## src/rtl/sprite_blitter.sv

```systemverilog
`timescale 1ns/1ps
`default_nettype none
// ============================================================================
// sprite_blitter : double-buffered, scalable, mirrorable sprite over background
// Rev 1.0
// ============================================================================
module sprite_blitter #(
  parameter int SPR_W      = 20,
  parameter int SPR_H      = 20,
  parameter int SCALE_SH   = 0,
  parameter int IDX_W      = 4,
  parameter int TRANSP_IDX = 0,
  parameter int ADDR_W     = 9
) (
  input  logic              vga_clk,
  input  logic              reset,
  input  logic [9:0]        DrawX,
  input  logic [9:0]        DrawY,
  input  logic              blank,
  input  logic              frame_start,
  input  logic [9:0]        pos_x,
  input  logic [9:0]        pos_y,
  input  logic              pos_we,
  input  logic              flip_h,
  input  logic              sprite_en,
  input  logic [3:0]        bg_red,
  input  logic [3:0]        bg_green,
  input  logic [3:0]        bg_blue,
  output logic [ADDR_W-1:0] rom_addr,
  input  logic [IDX_W-1:0]  rom_q,
  output logic [IDX_W-1:0]  pal_index,
  input  logic [3:0]        pal_red,
  input  logic [3:0]        pal_green,
  input  logic [3:0]        pal_blue,
  output logic [3:0]        red,
  output logic [3:0]        green,
  output logic [3:0]        blue,
  output logic [15:0]       hit_count
);

  localparam int              BW         = SPR_W << SCALE_SH;
  localparam int              BH         = SPR_H << SCALE_SH;
  localparam logic [10:0]     C_BW       = 11'(BW);
  localparam logic [10:0]     C_BH       = 11'(BH);
  localparam logic [9:0]      C_SPR_W_M1 = 10'(SPR_W - 1);
  localparam logic [IDX_W-1:0] C_TRANSP  = IDX_W'(TRANSP_IDX);

  // Shadow (written by pos_we) and active (used for rendering) registers
  logic [9:0]  r_sh_x, r_sh_y, r_ax, r_ay;
  logic        r_sh_flip, r_flip;

  logic        r_hit_d1, r_blank_d1;
  logic [11:0] r_bg_d1;
  logic [3:0]  r_red, r_green, r_blue;
  logic [15:0] r_cnt, r_hit_count;

  logic [10:0]       w_x_end, w_y_end;
  logic              w_hit;
  logic [9:0]        w_dx, w_dy, w_lx, w_ly, w_lxf;
  logic [ADDR_W-1:0] w_addr;
  logic              w_opaque, w_count_inc;
  logic [15:0]       w_cnt_next;

  always_ff @(posedge vga_clk) begin
    if (reset) begin
      r_sh_x    <= '0;
      r_sh_y    <= '0;
      r_sh_flip <= 1'b0;
      r_ax      <= '0;
      r_ay      <= '0;
      r_flip    <= 1'b0;
    end else begin
      if (pos_we) begin
        r_sh_x    <= pos_x;
        r_sh_y    <= pos_y;
        r_sh_flip <= flip_h;
      end
      // Reads the pre-write shadow, so a coincident pos_we lands next frame
      if (frame_start) begin
        r_ax   <= r_sh_x;
        r_ay   <= r_sh_y;
        r_flip <= r_sh_flip;
      end
    end
  end

  // 11-bit bounds so a box running past x/y = 1023 clips instead of wrapping
  assign w_x_end = {1'b0, r_ax} + C_BW;
  assign w_y_end = {1'b0, r_ay} + C_BH;
  assign w_hit   = sprite_en
                 && (DrawX >= r_ax) && ({1'b0, DrawX} < w_x_end)
                 && (DrawY >= r_ay) && ({1'b0, DrawY} < w_y_end);

  assign w_dx   = DrawX - r_ax;
  assign w_dy   = DrawY - r_ay;
  assign w_lx   = w_dx >> SCALE_SH;
  assign w_ly   = w_dy >> SCALE_SH;
  assign w_lxf  = r_flip ? (C_SPR_W_M1 - w_lx) : w_lx;
  assign w_addr = ADDR_W'(w_ly) * ADDR_W'(SPR_W) + ADDR_W'(w_lxf);

  assign rom_addr  = w_hit ? w_addr : '0;
  assign pal_index = rom_q;

  always_ff @(posedge vga_clk) begin
    if (reset) begin
      r_hit_d1   <= 1'b0;
      r_blank_d1 <= 1'b0;
      r_bg_d1    <= '0;
    end else begin
      r_hit_d1   <= w_hit;
      r_blank_d1 <= blank;
      r_bg_d1    <= {bg_red, bg_green, bg_blue};
    end
  end

  // rom_q is only consulted behind r_hit_d1, keeping the output X-free
  assign w_opaque    = r_hit_d1 && (rom_q != C_TRANSP);
  assign w_count_inc = r_blank_d1 && w_opaque;
  assign w_cnt_next  = (w_count_inc && (r_cnt != 16'hFFFF)) ? (r_cnt + 16'd1) : r_cnt;

  always_ff @(posedge vga_clk) begin
    if (reset) begin
      r_red       <= '0;
      r_green     <= '0;
      r_blue      <= '0;
      r_cnt       <= '0;
      r_hit_count <= '0;
    end else begin
      if (!r_blank_d1) begin
        r_red   <= '0;
        r_green <= '0;
        r_blue  <= '0;
      end else if (w_opaque) begin
        r_red   <= pal_red;
        r_green <= pal_green;
        r_blue  <= pal_blue;
      end else begin
        r_red   <= r_bg_d1[11:8];
        r_green <= r_bg_d1[7:4];
        r_blue  <= r_bg_d1[3:0];
      end
      if (frame_start) begin
        r_hit_count <= w_cnt_next;
        r_cnt       <= '0;
      end else begin
        r_cnt <= w_cnt_next;
      end
    end
  end

  assign red       = r_red;
  assign green     = r_green;
  assign blue      = r_blue;
  assign hit_count = r_hit_count;

endmodule
`default_nettype wire

```

## config.mk

```make
export PLATFORM = sky130hd
export DESIGN_NAME = sprite_blitter
export DESIGN_NICKNAME = d
export VERILOG_FILES = /design/src/rtl/sprite_blitter.sv
export SDC_FILE = /design/constraint.sdc
export NUM_CORES = 1
export LEC_CHECK = 0
export BUFFER_PORTS_ARGS = -buffer_cell sky130_fd_sc_hd__buf_2
export CORE_MARGIN = 2
export CORE_UTILIZATION = 47
export DETAILED_ROUTE_END_ITERATION = 8
export PLACE_DENSITY = 0.7
export SETUP_SLACK_MARGIN = 0.02
export SYNTH_ARGS = -nofsm -noshare
export SYNTH_HDL_FRONTEND = slang
export SYNTH_SLANG_ARGS = --single-unit
```

## constraint.sdc

```tcl
create_clock -name vga_clk -period 4.6 [get_ports vga_clk]
set_input_delay 0.46 -clock vga_clk [delete_from_list [all_inputs] [get_ports vga_clk]]
set_output_delay 0.46 -clock vga_clk [all_outputs]
set_load 0.02 [all_outputs]
```

Word-level counts from Yosys, hierarchy flattened

Cells that the tools add are included.

Register bits: 100
Bits in latches: 0
Bits in writable memories: 0
Bits in read-only memories: 0
Bits of input ports: 75
Word-level logic and storage cells: 44
Memories kept: 0

Add/sub/neg operators: 7
$mul: 1
Divide/modulo/power cells: 0
$lt $le $gt $ge: 4
Equal/unequal tests: 1
Shifts and indexed selects: 0
Mux-type cells: 6
Bitwise gates (word level): 1
Reductions and logical operators: 10

Operators with widths:

| kind                    | count |
|---|---|
| $add A10 B5 Y11 const B | 2 |
| $lt A10 B11 Y1          | 2 |
| $ge A10 B10 Y1          | 2 |
| $mux W9                 | 2 |
| $sub A9 B9 Y9           | 2 |
| $add A16 B1 Y16 const B | 1 |
| $mux W16                | 1 |
| $ne A16 B16 Y1 const B  | 1 |
| $mux W4                 | 3 |
| $add A9 B9 Y9           | 1 |
| $mul A9 B3 Y7 const B   | 1 |
| $sub A5 B9 Y9 const A   | 1 |
| $logic_and A1 B1 Y1     | 7 |
| $reduce_bool A4 Y1      | 1 |
| $reduce_or A2 Y1        | 2 |
| $not A1 Y1              | 1 |

Depth between registers and ports, before layout

Depth in word-level cells: 6
Gate-level depth with buffers: 19
Gate-level depth less buffers: 19

Least setup slack after synthesis

No wires, ideal clock.

Kind: input -> output
Start: input DrawY[0]
End: output rom_addr[8]
Data arrival time: 3739 ps
Required time: 4140 ps
Setup slack: 401 ps
Cell stages on the path: 18
Cells stage by stage: inv_1 ha_1 inv_1 fa_1 a31oi_1 xnor2_1 ha_1 inv_1 fa_1 inv_1 ha_1 o21ai_0 o21bai_1 a21oi_1 xnor3_1 xnor2_2 xnor2_1 nor2_1

Word-level cells in the longest chain between the ends: 4
Elaborated cells between the ends (all ways): 8
Those cells by class: 2 x add/sub; 1 x mul; 2 x order compare; 1 x mux; 2 x reduce/logical

RTL lines:

| item                                                        | RTL line | source |
|---|---|---|
| from (decl)                                                 | 18       | `input logic [9:0] DrawY,` |
| $sub A9 B9 Y9 / $ge A10 B10 Y1 (equally long branches)      | 95, 92   |  |
| $mul A9 B3 Y7 / $logic_and A1 B1 Y1 (equally long branches) | 99, 92   |  |
| $add A9 B9 Y9 / $logic_and A1 B1 Y1 (equally long branches) | 99, 92   |  |
| $mux W9 (*)                                                 | 101      | `assign rom_addr = w_hit ? w_addr : '0;` |
| to (decl)                                                   | 29       | `output logic [ADDR_W-1:0] rom_addr,` |

Every way passes the cells marked *; elsewhere a longest branch is shown, timed or not.

Worst setup path after layout

Start: register r_ax[0]
End: output rom_addr[8]

Word-level cells in the longest chain between the ends: 6
Elaborated cells between the ends (all ways): 12
Those cells by class: 4 x add/sub; 2 x order compare; 2 x mux; 4 x reduce/logical

RTL lines:

| item                                                  | RTL line | source |
|---|---|---|
| from (decl)                                           | 49       | `logic [9:0] r_sh_x, r_sh_y, r_ax, r_ay;` |
| from (signal assigned)                                | 80       | `r_ax <= r_sh_x;` |
| branches (longest 5 deep; another with $sub A9 B9 Y9) | --       |  |
| $mux W9 (*)                                           | 101      |  |

Every way passes the cells marked *.

==> impl_metrics.toml <==
[run_status]
outcome = "finished clean"

[clock_tree]
cts.path.max_buffers = 2
cts_htree_levels = 3
clock_sinks = 100
cts_root_buf = "clkbuf_16"
tritoncts = "built"
clk_pin_slew_ns = 0.07
cts_hold_buffers = 0
clk_latency_ns = 0.34
cts_made_buffers = 9

[worst_hold_path]
min_path_type = "in -> reg"
hold_path_end = "r_bg_d1[8]$_SDFF_PP0_"
worstHoldStart = "bg_red[0]"
worstHoldPathCells = 2

[detailed_routing]
avgViaCountPerCell = 5.16
detailedRoute.firstPassIterationCount = 4
wire_per_inst_um = 14.0
wl_um = 12000
detailroute.via_count = 4449
drc = 0
detail-route-antenna-nets = 0
first_iter_violations = 135

[power_and_ir_drop]
power.switching_fraction_pct = 27.6
worst_case_vdd_ir_drop_mv = 0.296
internal_power_uw = 1700
power.density_cell_area_nw_per_um2 = 354
p_leak_uw = 0.00296
clockPowerShare_pct = 35.2
net_sw_power_uw = 647
p_seq_share_pct = 39.1
comb_power_share_pct = 25.7

[die]
fp.dieW_um = 112
coreArea_sq_um = 11400
die_height_um = 112
initial_utilization_pct = 48.1
floorplan.io_pins = 116
die_area_sq_um = 12500
row_count = 39

[placement]
dp.cells = 841
place_ws_ns = 0.122
place_hpwl_um = 9070
finalWeightedCongestion = 0.889
portBuffers = 115

[yosys]
compound_cell_area_share_of_the_yosys_netlist_pct = 13.2
synth-seq-cells = 100
yosys.area.top_type = "dfxtp_1"
ys_async_sr_fraction_pct = 0
avgSynthCellArea_sq_um = 8.99
synth_top_area_share_pct = 36.6
synth_cell_type_count = 49
synth_adder_area_share_pct = 13.6
synth_top_family_by_area = "simple AND/OR/NAND/NOR gates"
synth_area_in_xor_xnor_pct = 8.72
synth_seq_area_share_pct = 36.6
yosys-top-cells-area = "dfxtp_1, ha_1, mux2i_1"
yosys_warnings = 0
post-synth-top-count-cell = "dfxtp_1"
synth_cells = 608
synth_flop_cell = "dfxtp_1"
syn-num-nets = 740
synth.cell_area_sq_um = 5470
synth-simple-area-share_pct = 14.9
synth-edff-count = 0
post_synth_most_frequent_cells = "dfxtp_1, nor2_1, ha_1"
share_of_synthesized_area_spent_on_multiplexers_pct = 7.87

[final_layout]
fin_nets = 845
multi_input_comb_area_sq_um = 3310
filler_cell_count_in_the_final_layout = 1065
area.growth.synth_to_final_pct = 21.1
layout.cells.non_filler = 862
final_core_utilization_pct = 58.2
area.sequential_sq_um = 2010
drive_above_1_share_pct = 24.2

[grt]
grt_util_met2_pct = 32.0
grt_start_max_net_pins = 42
grt_remaining_overflow = 0
top_usage_layer = "met2"
track_usage_pct = 19.0
grtUsageMet3_pct = 3.81
antenna_violations_before_repair = 1
met1_usage_pct = 24.4
grt_pass1_wl_um = 19700
via_count_of_the_first_global_routing_pass = 4247

[sta]
holdWs_ns = 0.326
timing.final.crit_share_pct = 96.3
finalSetupViolations = 0
setup_tns_ns = 0
fmax_mhz = 226
drv_slew = 0
timing.slew.headroom_pct = 56.1
setup_slack_ns = 0.172
worst_slew_pin_slew_ns = 0.659
final_hold_viol_count = 0
fin_crit_ns = 4.43
final.setup_skew_ns = 0.0104

[critical_path]
setup.worst_path.end_class = "output port"
crit-reg2reg-capture = "r_hit_d1$_SDFF_PP0_"
worst-path-max-fanout = 3
start_point_of_the_critical_path = "r_ax[0]$_SDFFE_PP0P_"
cp-start-kind = "flip-flop"
worstRegToRegCells = 10
worst_r2r_startpoint = "r_ax[0]$_SDFFE_PP0P_"
worst_endpoint_data_arrival_time_ns = 3.97
reg_to_reg_slack_setup_ns = 1.95
crit_required_ns = 4.14
type_of_the_setup_path_with_the_least_slack = "reg -> out"

[flow_run]
max_cap_violations = 0
## per-layer routing
metal | wire [um] | part of all wire (%)
met5 | 0 | 0
met4 | 195 | 1.6
met3 | 388 | 3.2
met2 | 5880 | 49
met1 | 5590 | 46
## worst max path at each step
stage / endpoint / cells past startpoint / slack (ns)
2_1_floorplan: rom_addr[8] / 18 / 0.40
3_3_place_gp: rom_addr[8] / 20 / 0.23
3_5_place_dp: rom_addr[8] / 20 / 0.12
4_1_cts: rom_addr[8] / 18 / 0.02
5_1_grt: rom_addr[8] / 16 / -0.03
6_report: rom_addr[8] / 17 / 0.17
## timing repair
item,in CTS,in global routing
gates resized for setup,4,28
pin swaps,2,17
setup buffers,1,3
setup endpoints to repair,1,1
gates cloned,0,0
## state kept, by name, summed over array words and instances (netlist names)
| signal | count |
|---|---|
| r_blank_d1 | 1 |
| green | 4 |
| r_bg_d1 | 12 |
| r_cnt | 16 |
| r_flip | 1 |
| r_ax | 10 |
| r_sh_x | 10 |
| red | 4 |
| blue | 4 |
| r_ay | 10 |
| r_sh_y | 10 |
| r_sh_flip | 1 |
| r_hit_d1 | 1 |
| hit_count | 16 |
## cells by family after synthesis
kind of cell / after synthesis
simple gates: 183
buf+inv: 70
flops: 100
fa+ha+maj: 57
mux: 43
xor+xnor: 52
compound gates: 103
## worst max-delay path, cell delays in order, from the launching register on
cell      delay [ns]
dfxtp_1         0.33
ha_1            0.20
inv_1           0.07
fa_1            0.40
and3_1          0.18
o21ai_1         0.21
or4b_1          0.49
o311ai_2        0.15
xnor2_1         0.23
ha_4            0.26
o21ai_2         0.07
o21bai_1        0.10
a21oi_2         0.13
xnor3_1         0.26
xnor2_2         0.15
xnor2_1         0.13
nor2_1          0.11
buf_4           0.16
## through the flow
stage | total power [uW] | area, sq um
2_1_floorplan | 1350 | 5470
3_3_place_gp | 1450 | 6120
3_5_place_dp | 1470 | 6120
4_1_cts | 2300 | 6480
5_1_grt | 2470 | 6620
6_report | 2350 | 6620
## final cells by class
class                           instances  area share [%]
Inverter                               42            2.38
Clock buffer                           11            3.82
Antenna cell                            1          0.0378
Clock inverter                          5            1.23
Timing Repair Buffer                  122            9.53
Multi-Input combinational cell        438            50.0
Tap cell                              143            2.70
Sequential cell                       100            30.3
## placed cells by master (no fill, tap or decap), types with 15 or more instances in the layout
master	count
buf_2	114
dfxtp_1	96
nor2_1	94
ha_1	47
mux2i_1	43
inv_1	39
nand2_1	37
xnor2_1	32
a21oi_1	24
a211oi_1	19
xor2_1	15
## power by group through the flow
stage               sequential (uW)  combinational [uW]  clock, uW
finish                          916                 603        826
global placement                935                 516          0
CTS                             916                 541        846
detailed placement              936                 532          0
floorplan                       941                 406          0
global route                    920                 670        879
No activity file was read; power rests on OpenSTA's default activity.
